`src/rtl/mem_stage.sv`:
```
// Memory-access pipeline stage: latches the EXE->MEM bus, aligns/extends load data, drives MEM->WB and forwarding.
// Optional build macro MEM_RDATA_HOLD_EN keeps the first load word across WB stalls.
module mem_stage (
    input  logic         clk,
    input  logic         resetn,
    input  logic [111:0] EXE_to_MEM_BUS,
    input  logic         EXE_to_MEM_valid,
    output logic         MEM_allowin,
    input  logic [31:0]  data_sram_rdata,
    input  logic         WB_allowin,
    output logic         MEM_to_WB_valid,
    output logic [69:0]  MEM_to_WB_BUS,
    output logic [37:0]  MEM_RF_BUS
);
    localparam int EXE_TO_MEM_LEN = 112;
    localparam int MEM_TO_WB_LEN  = 70;
    localparam int MEM_RF_LEN     = 38;

    typedef struct packed {
        logic [31:0] pc;
        logic        gr_we;
        logic [4:0]  dest;
        logic [31:0] alu_res;
        logic [31:0] mem_sum;
        logic        mem_en;
        logic [3:0]  mem_we;
        logic [3:0]  load_op;
        logic        rfrom_mem;
    } exe_to_mem_t;

    exe_to_mem_t r_bus;
    logic        r_valid;
    logic        w_ready_go;
    logic        w_bus_load;
    logic [31:0] w_load_src;
    logic [31:0] w_load_data;
    logic [31:0] w_final;
    logic [1:0]  w_off;
    logic [7:0]  w_byte;
    logic [15:0] w_half;
    logic        w_unused;

    assign w_ready_go      = 1'b1;
    assign MEM_allowin     = !r_valid | (w_ready_go & WB_allowin);
    assign MEM_to_WB_valid = r_valid & w_ready_go;
    assign w_bus_load      = EXE_to_MEM_valid & MEM_allowin;

    // NOTE: sequential state is written with non-blocking assignments only, so every flop samples pre-edge values.
    always_ff @(posedge clk or negedge resetn) begin
        if (!resetn) begin
            r_valid <= 1'b0;
            r_bus   <= '0;
        end else if (MEM_allowin) begin
            r_valid <= EXE_to_MEM_valid;
            if (EXE_to_MEM_valid) begin
                r_bus <= EXE_TO_MEM_LEN'(EXE_to_MEM_BUS);
            end
        end
    end

`ifdef MEM_RDATA_HOLD_EN
    logic [31:0] r_rdata_hold;
    logic        r_hold_valid;

    // A new payload always invalidates the captured word, even if a capture would fire this edge.
    always_ff @(posedge clk or negedge resetn) begin
        if (!resetn) begin
            r_rdata_hold <= '0;
            r_hold_valid <= 1'b0;
        end else if (w_bus_load) begin
            r_hold_valid <= 1'b0;
        end else if (r_valid & r_bus.rfrom_mem & !r_hold_valid) begin
            r_rdata_hold <= data_sram_rdata;
            r_hold_valid <= 1'b1;
        end
    end

    assign w_load_src = r_hold_valid ? r_rdata_hold : data_sram_rdata;
`else
    assign w_load_src = data_sram_rdata;
`endif

    // NOTE: every always_comb output gets a default first, so no path can infer a latch.
    always_comb begin
        w_load_data = w_load_src;
        w_off       = r_bus.alu_res[1:0];
        w_byte      = w_load_src[{w_off, 3'b000} +: 8];
        w_half      = w_off[1] ? w_load_src[31:16] : w_load_src[15:0];
        if (r_bus.load_op[2]) begin
            w_load_data = w_load_src;
        end else if (r_bus.load_op[1]) begin
            w_load_data = r_bus.load_op[3] ? {16'b0, w_half} : {{16{w_half[15]}}, w_half};
        end else if (r_bus.load_op[0]) begin
            w_load_data = r_bus.load_op[3] ? {24'b0, w_byte} : {{24{w_byte[7]}}, w_byte};
        end
    end

    assign w_final = r_bus.rfrom_mem ? w_load_data : r_bus.alu_res;

    assign MEM_to_WB_BUS = MEM_TO_WB_LEN'({r_bus.pc, r_bus.gr_we, r_bus.dest, w_final});
    assign MEM_RF_BUS    = MEM_RF_LEN'({r_bus.dest & {5{r_bus.gr_we & r_valid}}, r_bus.rfrom_mem, w_final});

    // Store-side fields travel on the bus but are consumed upstream.
    assign w_unused = ^{r_bus.mem_sum, r_bus.mem_en, r_bus.mem_we};
endmodule

```
`config.mk`:
```
export PLATFORM = sky130hd
export DESIGN_NAME = mem_stage
export DESIGN_NICKNAME = d
export VERILOG_FILES = /design/src/rtl/mem_stage.sv
export SDC_FILE = /design/constraint.sdc
export NUM_CORES = 1
export LEC_CHECK = 0
export BUFFER_PORTS_ARGS = -buffer_cell sky130_fd_sc_hd__buf_2
export CORE_MARGIN = 5
export CORE_UTILIZATION = 44
export DETAILED_ROUTE_END_ITERATION = 10
export GPL_ROUTABILITY_DRIVEN = 0
export PLACE_DENSITY = 0.89
export SLEW_MARGIN = 20
export SYNTH_ARGS = -nofsm -noshare
export SYNTH_HDL_FRONTEND = slang
export SYNTH_SLANG_ARGS = --single-unit
```
`constraint.sdc`:
```
create_clock -name clk -period 2.4 [get_ports clk]
set_clock_uncertainty 0.15 [all_clocks]
set_input_delay 0 -clock clk [delete_from_list [all_inputs] [get_ports clk]]
set_output_delay 0 -clock clk [all_outputs]
set_load 0.05 [all_outputs]
```
==> results.md, run 1 <==
- Outcome: completed
- CP Class: reg2out
- Drt total wl: roughly 13000 microns
- CP delay by family, top: compound AO/OA/AOI/OAI gates
- Average vias per placed instance: 5.13
- Port Buffers: 220
- Post-synth net total: between 500 and 600
- Cell Area, Placed: between 5000 and 6000 sq um
- Clock Sinks: 76
- H-Tree Depth: 3
- Congestion Overflow GR: 0
- Mapped cell area: 4290 sq um
- Clock slew at reported path FFs: about 0.080 ns
- Top-count cell post-synth: mux2_2
- Initial Utilization: roughly 44%
- Crit. End Element: output port
- Register area share after synthesis: between 40% and 50%
- Design area: between 6000 and 7000 sq um
- Die area: 11800 sq um
- # Max-Cap Violations: 0
- Mapped Cells: between 300 and 400
- Top cells by area, synth: dfrtp_1, mux2_2, buf_4
- Critical Path, Cell by Cell: and3b_1, and2_2, a222oi_1, a21oi_2, buf_4
- Critical path startpoint category: flip-flop
- Crit-path slowest cell: a222oi_1
- Xor and xnor fraction of the mapped netlist area: 0%
- Tot Pwr: ~5.5 mW
- Final setup fails: 0
- Vias: ~3.8k
- Slew HR: between 50% and 60%
- DIE HEIGHT: about 110 microns
- Ys async rst share: between 90% and 100%
- Min-delay worst type: in2async
- Number of flops mapped to enable cells by yosys: 0
- Final worst-path cycle share: a little over nine tenths
- DP Wirelength: 9550 microns
- Hold Slack: between 0.0015 and 0.002 ns
- Achievable Freq: 423 MHz
- Yosys cell types: 32
- Critical path data arrival time: about 2.2 ns
- Commonest cells in the netlist: mux2_2, dfrtp_1, buf_4, nor2b_1, a311o_1
- Layout cell share with drive strength beyond 1: between 60% and 70%
- Post-synthesis adder-cell area fraction: 0%
- DIE WIDTH: about 110 microns
- Area grow syn2layout: 44.4%
- Final ANT Viol Nets: 0
- CP max stage delay: around 0.57 ns
- Peak supply drop: 0.432 mV
- Global-route usage over all layers: roughly 22%
- Worst-skew pair later-pin latency: around 0.34 ns
- DRT iter0 DRCs: ~240
- IO Count: ~260
- Largest family of logic cells by synthesized area: multiplexers
- Post-synthesis compound-gate area fraction: a little under an eighth
- Unrepaired setup endpoints after global routing: true
- Slew Limit Fails: 0
- Largest net degree at the start of global routing: 67
- Root Driver: clkbuf_8
- Row count: 36
- Initial antenna violation count: 1
- Required @ worst endpoint: 2.25 ns
- Largest area contributor in the netlist: dfrtp_1
- Worst-margin pin slew: between 0.6 and 0.7 ns
- Avg Cell Area, Syn: 11.6 sq um
- Setup_tns: 0 ns
- Post-synth top area share: between 40 and 50%
- Crit-path max FO: 8
- Mux contribution to synthesized area: 22.1%
- Core Region: roughly 9600 sq um
- Minimum clock period: 2.37 ns
- CTS max path bufs: 2
- Fin util: 64.3%
- Num CTS Buffers: 9
- Post-synth top flop: dfrtp_1
- CTS tree: yes
- #FFs+latches synth: 76
- LEAKAGE: about 3 nW
- Yosys warns: 0
- Power Dens Cells: a little under 900 nW/um^2
- Fin nets: between 700 and 800
- 1st-pass router iterations: 6
- Routed wire per std cell: 18.4 microns
- DRC: 0
- Buffers plus inverters on the worst setup path: 1
- Vias in the first global route: 3896
- Global-route wire length before repair: slightly above 20000 microns
- Synth Area in Simple Gates: about 6%
- Hold Fails Final Rpt: 0
[metal layers]
metal  wire length (microns)  GRT usage (%)  vias to the layer above
met5                       0              0                        -
met4                     607           12.5                        0
met3                    1230           5.57                       37
met2                    6720           39.4                      203
met1                    4890           24.3                     1804
li1                        -              -                     1711
[logic make-up (layout without fill, tap and decap cells)]
| family | after synthesis | after routing |
|---|---|---|
| buf+inv | 103 | 332 |
| compound gates | 61 | 61 |
| simple gates | 45 | 45 |
| mux | 84 | 84 |
| other cells | 0 | 1 |
| flops | 76 | 76 |
[where the power goes]
group | switching, mW | internal, mW
clock network | 0.464 | 0.689
registers | 0.120 | 1.47
logic | 1.98 | 0.816
[cell type report]
class / count / area (sq um)
Multi-Input combinational cell: 190 / 1840
Sequential cell: 76 / 1910
Tap cell: 133 / 166
Fill cell: 730 / 3450
Antenna cell: 1 / 2.50
Clock inverter: 5 / 100
Clock buffer: 11 / 131
Timing Repair Buffer: 307 / 2010
Inverter: 9 / 33.8
[state kept, by name, summed over array words and instances, names as in the netlist]
register and count:
MEM_to_WB_BUS 38, r_bus 36, MEM_RF_BUS 1, MEM_to_WB_valid 1
[layout by cell type, fill, tap and decap left out, drive strengths merged, types with 9 or more instances in the layout]
cell type,count
inv,9
mux2,84
a311o,17
buf,229
clkbuf,11
nor2b,19
dlygate4sd3,78
dfrtp,76
[metrics by stage]
| stage | worst slack (ns) | cells |
|---|---|---|
| 2_1_floorplan | 0.0339 | 369 |
| 3_3_place_gp | 0.297 | 636 |
| 3_5_place_dp | 0.202 | 636 |
| 4_1_cts | 0.00695 | 731 |
| 5_1_grt | -0.0765 | 732 |
| 6_report | 0.0344 | 732 |
[path summary, 6_finish.rpt]
path / startpoint / to / slack [ns] / cells past startpoint
min: resetn / MEM_to_WB_BUS[51]$_DFFE_PN0P_ / 0.002 / 2
max reg2reg: MEM_to_WB_valid$_DFFE_PN0N_ / r_bus[65]$_DFFE_PN0P_ / 0.53 / 4
max in group asynchronous: resetn / MEM_to_WB_BUS[48]$_DFFE_PN0P_ / 1.49 / 3
min reg2reg: r_bus[71]$_DFFE_PN0P_ / r_bus[71]$_DFFE_PN0P_ / 0.35 / 1
min in group clk: EXE_to_MEM_BUS[82] / MEM_to_WB_BUS[40]$_DFFE_PN0P_ / 0.27 / 3
max: r_bus[42]$_DFFE_PN0P_ / MEM_RF_BUS[2] / 0.03 / 5
[repair_timing]
| item | in CTS | in global routing |
|---|---|---|
| setup endpoints to repair | 46 | 18 |
| endpoints found under the hold margin | 152 | 0 |
| setup buffers | 1 | 0 |
| cloned | 0 | 0 |
| pin swaps | 2 | 2 |
| resized for setup | 6 | 11 |
| hold buffers | 78 | 0 |
(Power assumes the default switching activity.)
==> run 2, diff against run 1 <==
- CORE_UTILIZATION: 44 -> 47
- PLACE_DENSITY: 0.89 -> 0.94
- clock period: 2.4 -> 3 ns (I/O delays scaled with it)
==> results.md, run 2 (same netlist as run 1, synthesis figures left out) <==
- Outcome: completed
- Commonest non-fill, non-tap cell in the layout: buf_2
- Min-delay worst type: in2async
- Vias in the first global route: between 4k and 5k
- Crit. End Element: output port
- LEAKAGE: about 2.9 nW
- Slew HR: around 37%
- Routed wire per std cell: between 15 and 20 microns
- Minimum clock period: about 2.8 ns
- CP max stage delay: around 0.71 ns
- Peak supply drop: 0.349 mV
- Clock Sinks: 76
- Largest net degree at the start of global routing: 77
- Worst-skew pair later-pin latency: roughly 0.34 ns
- Critical Path Source: r_bus[43]$_DFFE_PN0P_
- Vias: roughly 3.7k
- 1st-pass router iterations: 5
- Power Dens Cells: 715 nW/um^2
- Unrepaired setup endpoints after global routing: false
- Hold Fails Final Rpt: 0
- Fin util: 67.1%
- Clock slew at reported path FFs: 0.08 ns
- Average vias per placed instance: roughly 5.3
- Root Driver: clkbuf_8
- Final setup fails: 0
- Fin nets: roughly 740
- Area grow syn2layout: 37.9%
- Slew Limit Fails: 0
- Port Buffers: 220
- Initial antenna violation count: 2
- Critical path data arrival time: approximately 2.7 ns
- Required @ worst endpoint: 2.85 ns
- IO Count: between 200 and 300
- Final ANT Viol Nets: 0
- Drt total wl: 13800 microns
- CP Class: reg2out
- Core Region: ~9000 sq um
- Register area: about 1900 sq um
- Worst reg2reg path startpoint: MEM_to_WB_valid$_DFFE_PN0N_
- Congestion Overflow GR: 0
- Global-route usage over all layers: between 20% and 30%
- DIE WIDTH: around 110 microns
- DIE HEIGHT: 106 microns
- Num CTS Buffers: 9
- Critical Path, Cell by Cell: mux2_4, nand2_1, a211oi_4, a311o_1, buf_2
- FILL cells: roughly 640
- CTS max path bufs: 2
- Global-route wire length before repair: 21400 microns
- Commonest non-fill, non-tap cells in the layout: buf_2, mux2_2, dlygate4sd3_1
- CTS tree: yes
- Critical path startpoint category: flip-flop
- Crit-path max FO: 16
- Max reg flops: 38
- # Max-Cap Violations: 0
- Cell Area, Placed: between 4000 and 5000 sq um
- Multi-input gate area: approximately 1700 sq um
- Die area: 11100 sq um
- Worst-margin pin slew: about 0.95 ns
- DRT iter0 DRCs: roughly 140
- Row count: 34
- DP Wirelength: 9360 microns
- Final worst-path cycle share: 94.6%
- H-Tree Depth: 3
- Layout cell share with drive strength beyond 1: a little under three fifths
- Post-CTS Resized: 0
- Design area: slightly below 6000 sq um
- Initial Utilization: about half
- DRC: 0
- Setup_tns: 0 ns
- Crit-path slowest cell: dfrtp_1
- Hold Slack: between 0.2 and 0.25 ns
- Achievable Freq: between 300 and 400 MHz
[run 2: changes by cell type in the layout (fill, tap and decap cells not counted), moves of 3 or more]
| cell | previous run | this run |
|---|---|---|
| dfrtp_2 | 5 | 1 |
| a21oi_1 | 1 | 7 |
| a21oi_2 | 6 | 0 |
| a221oi_2 | 4 | 0 |
| o22ai_1 | 0 | 8 |
| buf_12 | 4 | 1 |
| a221oi_1 | 4 | 8 |
| dfrtp_1 | 71 | 75 |
| buf_4 | 6 | 3 |
| o22ai_2 | 8 | 0 |
[run 2: metal layers]
metal / GRT usage (%) / share of wire (%) / up-vias
li1: - / - / 1699
met1: 25.2 / 36 / 1796
met2: 44.9 / 52 / 212
met3: 6.60 / 8.9 / 29
met4: 11.6 / 2.5 / 2
met5: 0 / 0.14 / -
[run 2: path summary, 6_finish.rpt]
path	depth (start not counted)	to	slack, ns
min in group clk	3	r_bus[43]$_DFFE_PN0P_	0.26
worst min register to register	1	MEM_to_WB_BUS[40]$_DFFE_PN0P_	0.35
max in group asynchronous	2	MEM_RF_BUS[32]$_DFFE_PN0P_	1.81
worst min-delay path	2	MEM_to_WB_BUS[58]$_DFFE_PN0P_	0.22
worst max register to register	4	r_bus[46]$_DFFE_PN0P_	1.16
worst max-delay path	5	MEM_RF_BUS[17]	0.16
[run 2: worst max-delay path, delay by kind of cell (launching register included)]
kind                   cells  cell delay [ns]
DFF                        1             0.71
buffers and inverters      1             0.29
muxes                      1             0.29
and+or+nand+nor            1             0.09
AOI/OAI and AO/OA          2             0.94
[run 2: repair_timing]
item                      in CTS  in global routing
hold buffers                  78                  0
hold endpoints to repair     152                  0
setup buffers                  0                  0
[run 2: final cells by class]
type                       instances  area share, %
timing repair buffer             301           32.5
clock buffer                      10           2.33
antenna                            1         0.0423
clock inverter                     6           1.08
sequential                        76           32.2
tap                              108           2.29
inverter                           9          0.571
multi-input combinational        190           29.1
[run 2: stage by stage]
step	power, mW	instances	setup slack, ns
5_1_grt	4.41	701	0.0439
6_report	4.23	701	0.162
4_1_cts	4.24	700	0.182
3_5_place_dp	3.35	606	0.582
2_1_floorplan	3.10	369	0.444
3_3_place_gp	3.31	606	0.622
[run 2: power by group]
part | switching (mW) | internal (mW)
Sequential | 0.114 | 1.17
Combinational | 1.54 | 0.602
Clock | 0.391 | 0.405
==> run 3, diff against run 2 <==
- ABC_AREA: unset -> 1
- CORE_UTILIZATION: 47 -> 40
- PLACE_DENSITY: 0.94 -> 0.85
- clock period: 3 -> 2.48 ns (I/O delays scaled with it)
==> results.md, run 3 <==
- Top cells by area, synth: dfrtp_1, mux2_2, buf_4
- Yosys warns: 0
- Slew Limit Fails: 0
- #FFs+latches synth: between 70 and 80
- Initial Utilization: about two fifths
- Post-synth top flop: dfrtp_1
- Layout cell share with drive strength beyond 1: 46.0%
- Commonest non-fill, non-tap cells in the layout: buf_2, dlygate4sd3_1, dfrtp_1
- Congestion Overflow GR: 0
- Hold Crit Depth: 3
- FILL cells: a little under 1k
- Largest area contributor in the netlist: dfrtp_1
- Critical path startpoint category: flip-flop
- Vias: around 4.2k
- Post-synth top area share: between 40% and 50%
- Power Dens Cells: between 800 and 900 nW/um^2
- DIE WIDTH: between 100 and 150 microns
- Routed wire per std cell: ~16 microns
- Fin nets: about 880
- Commonest non-fill, non-tap cell in the layout: buf_2
- CTS tree: yes
- Minimum clock period: 2.38 ns
- Global-route usage over all layers: a little over 20%
- Tot Pwr: 5.57 mW
- Crit. End Element: output port
- Worst-skew pair later-pin latency: about 0.33 ns
- Port Buffers: 220
- Mapped cell area: approximately 4500 sq um
- Cell Area, Placed: approximately 5200 sq um
- Die area: about 14000 sq um
- Worst-margin pin slew: roughly 0.71 ns
- Initial antenna violation count: 0
- Fin util: between 50% and 60%
- DP Wirelength: between 10000 and 15000 microns
- Num CTS Buffers: 9
- Setup_tns: 0 ns
- Largest net degree at the start of global routing: a little under 80
- 1st-pass router iterations: 4
- Register area share after synthesis: 42.0%
- Min-delay worst type: in2reg
- CTS max path bufs: 2
- LEAKAGE: roughly 3.3 nW
- Clock slew at reported path FFs: 0.06 ns
- Unrepaired setup endpoints after global routing: false
- Root Driver: clkbuf_16
- Mapped Cells: slightly below 500
- Top-count cell post-synth: dfrtp_1
- Slew HR: between 50% and 60%
- Core Region: 11000 sq um
- Row count: 38
- Post-synth net total: 644
- Hold Slack: ~0.0045 ns
- Hold Fails Final Rpt: 0
- Diodes inserted: 0
- DRT iter0 DRCs: 176
- Setup bufs post-CTS: 0
- Reg2Reg Depth: 6
- DRC: 0
- CP Class: reg2out
- IO Count: ~260
- Ys async rst share: 100%
- Area grow syn2layout: 41.2%
- Design area: between 6000 and 7000 sq um
- Achievable Freq: around 420 MHz
- Clock Sinks: 76
- Final ANT Viol Nets: 0
- Crit-path max FO: 10
- DIE HEIGHT: ~120 microns
- Number of flops mapped to enable cells by yosys: 0
- Peak supply drop: about 0.71 mV
- Global-route wire length before repair: ~22000 microns
- Average vias per placed instance: 4.80
- Outcome: completed
- Drt total wl: 14200 microns
- Critical path data arrival time: about 2.2 ns
- Vias in the first global route: ~4.5k
- Required @ worst endpoint: 2.33 ns
- Avg Cell Area, Syn: 9.13 sq um
- Yosys cell types: 25
- Commonest cells in the netlist: dfrtp_1, buf_4, nand2_1, mux2_2, nor2_1
- Final setup fails: 0
- Final worst-path cycle share: a little over nine tenths
- Max reg flops: 38
- H-Tree Depth: 3
- # Max-Cap Violations: 0
run 3: changes by cell type in the layout (fill, tap and decap cells not counted), sizes merged, moves of 19 or more:
cell,previous run,this run
a21oi,7,56
inv,9,28
mux2,84,63
nand2,7,76
nor2,7,57
nor2b,19,0
run 3: final timing paths:
check | slack [ns] | start | endpoint
max | 0.1 | r_bus[2]$_DFFE_PN0P_ | MEM_to_WB_BUS[7]
min | 0.004 | EXE_to_MEM_valid | r_bus[42]$_DFFE_PN0P_
max reg2reg | 0.18 | MEM_to_WB_valid$_DFFE_PN0N_ | MEM_RF_BUS[32]$_DFFE_PN0P_
min reg2reg | 0.35 | MEM_to_WB_BUS[63]$_DFFE_PN0P_ | MEM_to_WB_BUS[63]$_DFFE_PN0P_
max in group asynchronous | 1.52 | resetn | r_bus[43]$_DFFE_PN0P_
min in group asynchronous | 0.13 | resetn | MEM_to_WB_BUS[44]$_DFFE_PN0P_
run 3: cells by family after synthesis:
family | count (synthesis) | share of synthesized area [%]
simple gates | 157 | 15.1
buf+inv | 120 | 17.3
compound gates | 80 | 10.1
flops | 76 | 42.0
mux | 63 | 15.7
run 3: what timing repair did:
item	CTS	global route
resized for setup	0	1
endpoints found under the setup margin	0	56
endpoints found under the hold margin	152	0
hold buffers	88	0
run 3: metrics by stage:
stage / setup WS, ns / std cells
global placement: 0.431 / 770
detailed placement: 0.409 / 770
floorplan: 0.177 / 496
CTS: 0.0396 / 874
global route: 0.000310 / 874
finish: 0.0989 / 874
run 3: layout make-up:
type,count,area (sq um),area share [%]
timing repair buffer,314,2050,32.0
clock inverter,3,43.8,0.685
clock buffer,13,270,4.22
inverter,28,108,1.68
tap,140,175,2.74
multi-input combinational,300,1850,28.9
sequential,76,1900,29.7
run 3: worst max-delay path: stages, from the launching register on:
cell and delay, ns:
dfrtp_1 0.68, inv_1 0.25, a21oi_1 0.16, o21ai_0 0.09, nand2_1 0.08, nand2_1 0.05, a21oi_1 0.27, buf_2 0.33
run 3: per-layer routing:
layer	up-vias	track usage, %	share of wire (%)
li1	2016	-	-
met1	1959	23.0	38
met2	185	38.3	51
met3	32	5.28	7.6
met4	0	7.58	2.7
met5	-	0	0
run 3: power breakdown:
| group | switching (mW) | total, mW | internal, mW |
|---|---|---|---|
| clock | 0.508 | 1.37 | 0.862 |
| combinational | 1.93 | 2.65 | 0.720 |
| sequential | 0.125 | 1.55 | 1.43 |
| total | 2.57 | 5.57 | 3.01 |
